===== src/rtl/io_unit_fifo.sv =====
// Buffered IO path for the execution unit. It moves 1-4 bytes per IN/OUT op
// through byte FIFOs that face the UART-side valid/ready streams.
//
// state    | meaning
// IDLE     | accepting IO ops; completes immediately when FIFO level allows
// OUT_WAIT | OUT latched, waiting for N free slots in the output FIFO
// IN_WAIT  | blocking IN latched, waiting for N bytes in the input FIFO
module io_unit_fifo #(
  parameter int OUT_DEPTH = 8,
  parameter int IN_DEPTH  = 4
) (
  input  logic                         clk,
  input  logic                         rst,
  input  logic [5:0]                   ope,
  input  logic [31:0]                  ds_val,
  input  logic [5:0]                   dd,
  input  logic [15:0]                  imm,
  output logic [6:0]                   is_busy,
  output logic [5:0]                   io_addr,
  output logic [31:0]                  io_dd_val,
  input  logic [7:0]                   io_in_data,
  input  logic                         io_in_vld,
  output logic                         io_in_rdy,
  output logic [7:0]                   io_out_data,
  output logic                         io_out_vld,
  input  logic                         io_out_rdy,
  output logic [$clog2(OUT_DEPTH):0]   out_level,
  output logic [$clog2(IN_DEPTH):0]    in_level
);

  localparam int OAW = $clog2(OUT_DEPTH);
  localparam int IAW = $clog2(IN_DEPTH);
  localparam int OLW = OAW + 1;
  localparam int ILW = IAW + 1;

  typedef enum logic [1:0] {
    IDLE     = 2'd0,
    OUT_WAIT = 2'd1,
    IN_WAIT  = 2'd2
  } state_t;

  state_t state, state_nx;

  logic        io_op, op_in, op_poll;
  logic [2:0]  op_n, cur_n;
  logic [5:0]  lat_dd;
  logic [2:0]  lat_n;
  logic [31:0] lat_data;
  logic        lat_en;

  logic [2:0]  out_push_cnt;
  logic [31:0] out_push_data;
  logic [2:0]  in_pop_cnt;
  logic        wb_en;
  logic [5:0]  wb_addr;
  logic [31:0] wb_val;
  logic [31:0] in_word;

  logic [OLW-1:0] out_free, out_level_nx;
  logic [ILW-1:0] in_level_nx;
  logic           out_fits, in_avail, out_pop, in_push;

  logic [7:0]     out_mem [OUT_DEPTH];
  logic [OAW-1:0] out_wr_ptr, out_rd_ptr;
  logic [7:0]     in_mem [IN_DEPTH];
  logic [IAW-1:0] in_wr_ptr, in_rd_ptr;

  logic unused_bits;
  assign unused_bits = ^{imm[15:3], ope[5:4]};

  assign io_op   = (ope[2:0] == 3'b011);
  assign op_in   = ope[3];
  assign op_poll = imm[2];
  assign op_n    = {1'b0, imm[1:0]} + 3'd1;

  // In a wait state the decision must use the latched count, not the live bus.
  assign cur_n    = (state == IDLE) ? op_n : lat_n;
  assign out_free = OLW'(OUT_DEPTH) - out_level;
  assign out_fits = (out_free >= OLW'(cur_n));
  assign in_avail = (in_level >= ILW'(cur_n));

  assign is_busy = {6'b0, (state != IDLE) | io_op};

  always_ff @(posedge clk or posedge rst) begin
    if (rst) state <= IDLE;
    else     state <= state_nx;
  end

  always_comb begin
    state_nx = state;
    case (state)
      IDLE: begin
        if (io_op) begin
          if (!op_in) begin
            if (!out_fits) state_nx = OUT_WAIT;
          end else if (!in_avail && !op_poll) begin
            state_nx = IN_WAIT;
          end
        end
      end
      OUT_WAIT: if (out_fits) state_nx = IDLE;
      IN_WAIT:  if (in_avail) state_nx = IDLE;
      default:  state_nx = IDLE;
    endcase
  end

  always_comb begin
    out_push_cnt  = '0;
    out_push_data = lat_data;
    in_pop_cnt    = '0;
    wb_en         = 1'b0;
    wb_addr       = lat_dd;
    wb_val        = '0;
    lat_en        = 1'b0;
    case (state)
      IDLE: begin
        out_push_data = ds_val;
        wb_addr       = dd;
        if (io_op) begin
          lat_en = 1'b1;
          if (!op_in) begin
            if (out_fits) out_push_cnt = op_n;
          end else if (in_avail) begin
            in_pop_cnt = op_n;
            wb_en      = 1'b1;
            wb_val     = in_word;
          end else if (op_poll) begin
            wb_en  = 1'b1;
            wb_val = '1;
          end
        end
      end
      OUT_WAIT: if (out_fits) out_push_cnt = lat_n;
      IN_WAIT: begin
        if (in_avail) begin
          in_pop_cnt = lat_n;
          wb_en      = 1'b1;
          wb_val     = in_word;
        end
      end
      default: ;
    endcase
  end

  always_comb begin
    in_word = '0;
    for (int i = 0; i < 4; i++) begin
      if (3'(i) < cur_n) in_word[8*i +: 8] = in_mem[in_rd_ptr + IAW'(i)];
    end
  end

  always_ff @(posedge clk or posedge rst) begin
    if (rst) begin
      lat_dd   <= '0;
      lat_n    <= '0;
      lat_data <= '0;
    end else if (lat_en) begin
      lat_dd   <= dd;
      lat_n    <= op_n;
      lat_data <= ds_val;
    end
  end

  // A write-back to register 0 is a discard, so nothing is presented.
  always_ff @(posedge clk or posedge rst) begin
    if (rst) begin
      io_addr   <= '0;
      io_dd_val <= '0;
    end else if (wb_en && (wb_addr != 6'd0)) begin
      io_addr   <= wb_addr;
      io_dd_val <= wb_val;
    end else begin
      io_addr   <= '0;
      io_dd_val <= '0;
    end
  end

  assign out_pop      = io_out_vld & io_out_rdy;
  assign out_level_nx = out_level + OLW'(out_push_cnt) - OLW'(out_pop);
  assign io_out_data  = out_mem[out_rd_ptr];

  always_ff @(posedge clk or posedge rst) begin
    if (rst) begin
      for (int i = 0; i < OUT_DEPTH; i++) out_mem[i] <= '0;
      out_wr_ptr <= '0;
      out_rd_ptr <= '0;
      out_level  <= '0;
      io_out_vld <= 1'b0;
    end else begin
      for (int i = 0; i < 4; i++) begin
        if (3'(i) < out_push_cnt) out_mem[out_wr_ptr + OAW'(i)] <= out_push_data[8*i +: 8];
      end
      out_wr_ptr <= out_wr_ptr + OAW'(out_push_cnt);
      out_rd_ptr <= out_rd_ptr + OAW'(out_pop);
      out_level  <= out_level_nx;
      io_out_vld <= (out_level_nx != '0);
    end
  end

  assign in_push     = io_in_vld & io_in_rdy;
  assign in_level_nx = in_level + ILW'(in_push) - ILW'(in_pop_cnt);

  always_ff @(posedge clk) begin
    if (in_push) in_mem[in_wr_ptr] <= io_in_data;
  end

  always_ff @(posedge clk or posedge rst) begin
    if (rst) begin
      in_wr_ptr <= '0;
      in_rd_ptr <= '0;
      in_level  <= '0;
      io_in_rdy <= 1'b0;
    end else begin
      in_wr_ptr <= in_wr_ptr + IAW'(in_push);
      in_rd_ptr <= in_rd_ptr + IAW'(in_pop_cnt);
      in_level  <= in_level_nx;
      io_in_rdy <= (in_level_nx < ILW'(IN_DEPTH));
    end
  end

endmodule

===== config.mk =====
export PLATFORM = sky130hd
export DESIGN_NAME = io_unit_fifo
export DESIGN_NICKNAME = d
export VERILOG_FILES = /design/src/rtl/io_unit_fifo.sv
export SDC_FILE = /design/constraint.sdc
export NUM_CORES = 1
export LEC_CHECK = 0
export CAP_MARGIN = 20
export CORE_MARGIN = 3
export CORE_UTILIZATION = 30
export CTS_CLUSTER_SIZE = 28
export DETAILED_ROUTE_END_ITERATION = 8
export GPL_TIMING_DRIVEN = 1
export SETUP_SLACK_MARGIN = 0.05
export SYNTH_ARGS = -nofsm -noshare
export SYNTH_HDL_FRONTEND = slang
export SYNTH_SLANG_ARGS = --single-unit

===== constraint.sdc =====
create_clock -name clk -period 11.95 [get_ports clk]
set_input_delay 1.195 -clock clk [delete_from_list [all_inputs] [get_ports clk]]
set_output_delay 1.195 -clock clk [all_outputs]
set_load 0.02 [all_outputs]

Yosys cells after proc, flatten, opt, wreduce, memory -nomap -nowiden --
Memory sizes are Yosys's and may differ from the RTL's. Cells that the tools add are included.
Storage, ports and cells: flip-flop bits (word level) 164, bits in latches 0, bits in writable memories 32, memory bits (read-only) 0, bits of input ports 72, output and inout port bits 62, logic and storage cells 149, memories kept 1
Memories:
- in_mem | depth 4, width 8, read ports 4, clocked after memory_dff 0, wr ports 1, line 65 | logic [7:0] in_mem [IN_DEPTH];
Cells by class: add/sub/neg operators 16, multiply operators 0, div/mod/pow operators 0, $lt $le $gt $ge 20, equal/unequal tests 8, shift operators 0, mux-type cells 61, bitwise gates (word level) 8, reductions and logical operators 13
Operator list (number):
- bitwise mux 64 bit | 4
- two-way mux 64 bit | 4
- two-way mux 32 bit | 7
- demux 8 bit (select 3 bit) | 4
- two-way mux 8 bit | 10
- case mux 32 bit (2 select lines) | 1
- two-way mux 3 bit | 9
- binary-select mux 8 bit (select 3 bit) | 1
- greater-or-equal comparator 4 bit (second input constant) | 5
- NOT 3 -> 4 bit | 5
- less-than comparator 4 x 1 -> 1 bit (second input constant) | 4
- less-than comparator 1 x 3 -> 1 bit (first input constant) | 4
- less-than comparator 2 x 3 -> 1 bit (first input constant) | 4
- two-way mux 2 bit | 6
- two-way mux 6 bit | 2
- case mux 3 bit (2 select lines) | 2
- two-way mux 1 bit | 9
- adder 3 x 1 -> 3 bit | 2
- adder 3 x 2 -> 3 bit (second input constant) | 2
- logical AND 1 bit | 6
- != test 2 bit (second input constant) | 3
- case mux 2 bit (3 select lines) | 1
- nonzero test 6 bit | 1
- AND reduction 5 bit | 1
- 26 further kinds | 29

Longest topological paths before layout --
depth in word-level cells 15, mapped depth 18, mapped depth without buffers 17

Least setup slack after synthesis --
Ideal clock, no wire load.
kind input to register, start point input port imm[0], end point register io_out_vld, setup time 0.138 ns, arrival time 4.592 ns, data required time 11.812 ns, path slack 7.220 ns, stages on the path 15, path buffers 0, cells stage by stage ha_1 mux2i_1 ha_1 or3b_2 a21oi_4 nand2_1 and2_1 inv_1 ha_1 inv_1 ha_1 inv_1 fa_1 inv_1 or4_1
Between the ends: word-level cells in the longest chain between the ends 10, elaborated cells between the ends (all ways) 11, those cells by class add/sub (3); order compare (1); mux (6); reduce/logical (1)
RTL lines:
- start: declaration | line 17 | input logic [15:0] imm,
- adder 2 x 1 -> 3 bit (*) | line 74 | assign op_n = {1'b0, imm[1:0]} + 3'd1;
- two-way mux 3 bit | line 77 | assign cur_n = (state == IDLE) ? op_n : lat_n;
- greater-or-equal comparator 4 x 3 -> 1 bit | line 79 | assign out_fits = (out_free >= OLW'(cur_n));
- two-way mux 3 bit | line 122 | if (out_fits) out_push_cnt = op_n;
- two-way mux 3 bit | line 121 | if (!op_in) begin
- two-way mux 3 bit | line 119 | if (io_op) begin
- case mux 3 bit (2 select lines) (*) | line 115 | case (state)
- adder 4 x 3 -> 4 bit (*) | line 179 | assign out_level_nx = out_level + OLW'(out_push_cnt) - OLW'(out_pop);
- subtractor 4 x 1 -> 4 bit (*) | line 179
- net out_level_nx[1] | line 59 | logic [OLW-1:0] out_free, out_level_nx;
- nonzero test 4 bit (*) | line 196 | io_out_vld <= (out_level_nx != '0);
- end signal: assignment | line 196
- end: declaration | line 25 | output logic io_out_vld,
The timed path passes the listed nets; every way through them passes the cells marked *. A chain may end at the register's enable or synchronous reset.

Worst setup path in the final report --
start point input port imm[0], end point register io_out_vld
Between the ends: word-level cells in the longest chain between the ends 10, elaborated cells between the ends (all ways) 11, those cells by class add/sub (3); order compare (1); mux (6); reduce/logical (1)
RTL lines:
- adder 2 x 1 -> 3 bit (*) | line 74
- net op_n[1] | line 45 | logic [2:0] op_n, cur_n;
- two-way mux 3 bit | line 77
- greater-or-equal comparator 4 x 3 -> 1 bit | line 79
- two-way mux 3 bit | line 122
- two-way mux 3 bit | line 121
- two-way mux 3 bit | line 119
- case mux 3 bit (2 select lines) (*) | line 115
- adder 4 x 3 -> 4 bit (*) | line 179
- subtractor 4 x 1 -> 4 bit (*) | line 179
- net out_level_nx[1] | line 59
- nonzero test 4 bit (*) | line 196
Marks and branches as above.

==> impl_metrics.toml <==
[power_and_ir_drop]
p_leak_nw = 5.057
power.switching_mw = 1.243
p_int_mw = 1.849
p_per_area_nw_per_um2 = 230.6
p_sw_share_pct = 40.21
p_comb_share_pct = 46.6
vdd_drop_max_uv = 116.6
pwr-share-clk_pct = 18.5
power_frac_seq_pct = 34.9
finalPower_mw = 3.092

[floorplanning]
start_util_pct = 30.48
dieArea_um2 = 39550
core_um2 = 36610
die-height_um = 198.9
pin_count = 134
rows = 70
die_x_um = 198.9

[yosys]
synth-adder-area-share_pct = 3.229
synthSimpleGateAreaFrac_pct = 11.39
synth_edf_count = 32
yosys_warnings = 0
synth_xor_area_share_pct = 1.402
synth-seq-area-share_pct = 45.39
avgSynthCellArea_um2 = 11.29
yosysTopAreaCell = "dfrtp_1"
synthArstFlopShare_pct = 83.67
synth_mux_area_share_pct = 18.03
synth-compound-area-share_pct = 16.32
synth_area_um2 = 11160
synth_top_family_by_area = "multiplexers"
syn_inst = 988
synth_cell_type_count = 64
synth_ff_type = "dfrtp_1"
synthTopCellsByArea = "dfrtp_1 37%, edfxtp_1 8.6%, mux4_2 6.5%"
ys_ff_latch = 196
synth_top_cell_area_share_pct = 36.78

[final_layout]
antenna_cells = 0
fin_cells = 1563
most-common-layout-cells = "164 x dfrtp_1, 134 x nand2_1, 112 x clkdlybuf4s50_1"
nets = 1181
mostFrequentLayoutCell = "dfrtp_1"
area_growth_pct = 20.16
fin_util_pct = 36.63
drive_gt1_share_pct = 15.71
design_area_um2 = 13410

[grt]
antenna_found_initial = 1
gr-total-overflow = 0
grt_pass1_wl_um = 51600
grt_max_degree = 106
grt_pass1_vias = 8814
grt_usage_pct = 16.86

[setup_path]
cp_max_fo = 10
crit_type = "in2reg"
cp_data_arrival_time_ns = 5.67
reg2reg_depth = 16
r2r_slack_ns = 6.63
cp.required_ns = 12.27
cp-end-kind = "register"
cp-start-kind = "input port"

[timing]
drv_slew = 0
setup_ws_ns = 6.602
finalCritPeriodShare_pct = 44.75
relSlewSlack_pct = 22.14
final-setup-viol-count = 0
whs_ns = 0.5091
fin_crit_ns = 5.348
rsz0062_at_grt = "no"
setup_tns_ns = 0
fin_skew_ns = 0.009472
clock.fmax_mhz = 187.0
worst_pin_slew_ns = 1.135
hold_viol = 0

[detailed_routing]
wl_per_cell_um = 21.24
drt-total-wl_um = 33200
via_count = 8749
postRouteAntennaNets = 0
viasPerCell = 5.598
drc_errors = 0
drtIter0Drc = 935
dr.pass1.iters = 8

[placed_design]
dp_slack_ns = 6.130
post-dp-hpwl_um = 23330
globalplace.congestion = 0.9034
place_area_um2 = 12780
numPortBuffers = 112
dp_cells = 1529

[cts]
ctsResizeCount = 0
postCtsHoldBufs = 0
cts_max_level = 4
cts_tree = "built"
ctsRootBufferMaster = "clkbuf_16"
post_cts_buffers = 0
cts_sinks = 196
cts.clk_slew.worst_paths_ns = 0.07
cts_made_buffers = 17
clock_latency_ns = 0.45
clk_path_buf_depth = 2

[min_path]
min_path_cells = 1
min_path_type = "reg2reg"

[flow_run]
maxCapViolCount = 0

[outcome]
status = "completed"
==> state kept, by name, summed over array words and instances (netlist names), 4 cells and up <==
signal,count
out_mem,64
in_mem,32
io_dd_val,32
lat_data,32
io_addr,6
lat_dd,6
out_level,4
==> layout make-up <==
class                           instances  area [um2]
Inverter                               44       170.2
Sequential cell                       196        5065
Clock buffer                           19       454.2
Fill cell                            3595       23200
Timing Repair Buffer                  137        1356
Tap cell                              468       585.6
Multi-Input combinational cell        686        5663
Clock inverter                         13       115.1
==> cell usage after synthesis, types with 21 or more instances <==
master / n
mux2i_1: 66
a211oi_1: 42
a222oi_1: 46
dfrtp_1: 164
nand2_1: 134
mux4_2: 32
o211ai_1: 41
mux2_2: 56
edfxtp_1: 32
inv_1: 43
a21oi_1: 30
nor2_1: 21
clkbuf_1: 38
ha_1: 24
==> final timing paths <==
kind / start / end
worst max-delay path: imm[0] / io_out_vld
max in group asynchronous: rst / out_mem[52]
min in group asynchronous: rst / io_addr[0]
worst min register to register: lat_data[23] / lat_data[23]
worst max register to register: state[1] / io_out_vld
worst min-delay path: lat_data[23] / lat_data[23]
==> logic make-up (layout without fill, tap and decap cells) <==
group / Yosys count / after routing
and+or+nand+nor: 247 / 247
xor gates and xnor gates: 17 / 17
buffers and inverters: 111 / 213
muxes: 154 / 154
adders and majority gates: 27 / 27
DFF: 196 / 196
other: 1 / 6
AOI/OAI and AO/OA: 235 / 235
==> critical path: stages <==
cell and delay [ns]:
clkdlybuf4s50_1 0.53, ha_1 0.46, mux2i_1 0.16, ha_1 0.27
or3b_2 0.47, a21oi_4 0.36, nand2_1 0.32, and2_1 0.28
inv_1 0.06, ha_1 0.22, inv_1 0.06, ha_1 0.15
inv_1 0.05, fa_1 0.47, inv_1 0.06, or4_1 0.52
==> power by group through the flow <==
stage	registers, mW	clock network (mW)	logic [mW]
global route	1.11	0.609	1.57
floorplan	1.03	0	1.04
finish	1.08	0.572	1.44
CTS	1.08	0.584	1.43
global placement	1.09	0	1.39
detailed placement	1.09	0	1.42
==> layer usage <==
metal | global-route usage (%) | share of wire [%] | vias to the layer above
met5 | 0 | 0.039 | -
met2 | 27.22 | 48 | 334
li1 | - | - | 3998
met4 | 5.804 | 2.4 | 2
met3 | 3.438 | 6.3 | 50
met1 | 22.64 | 43 | 4365
No activity file was read; power rests on OpenSTA's default activity.
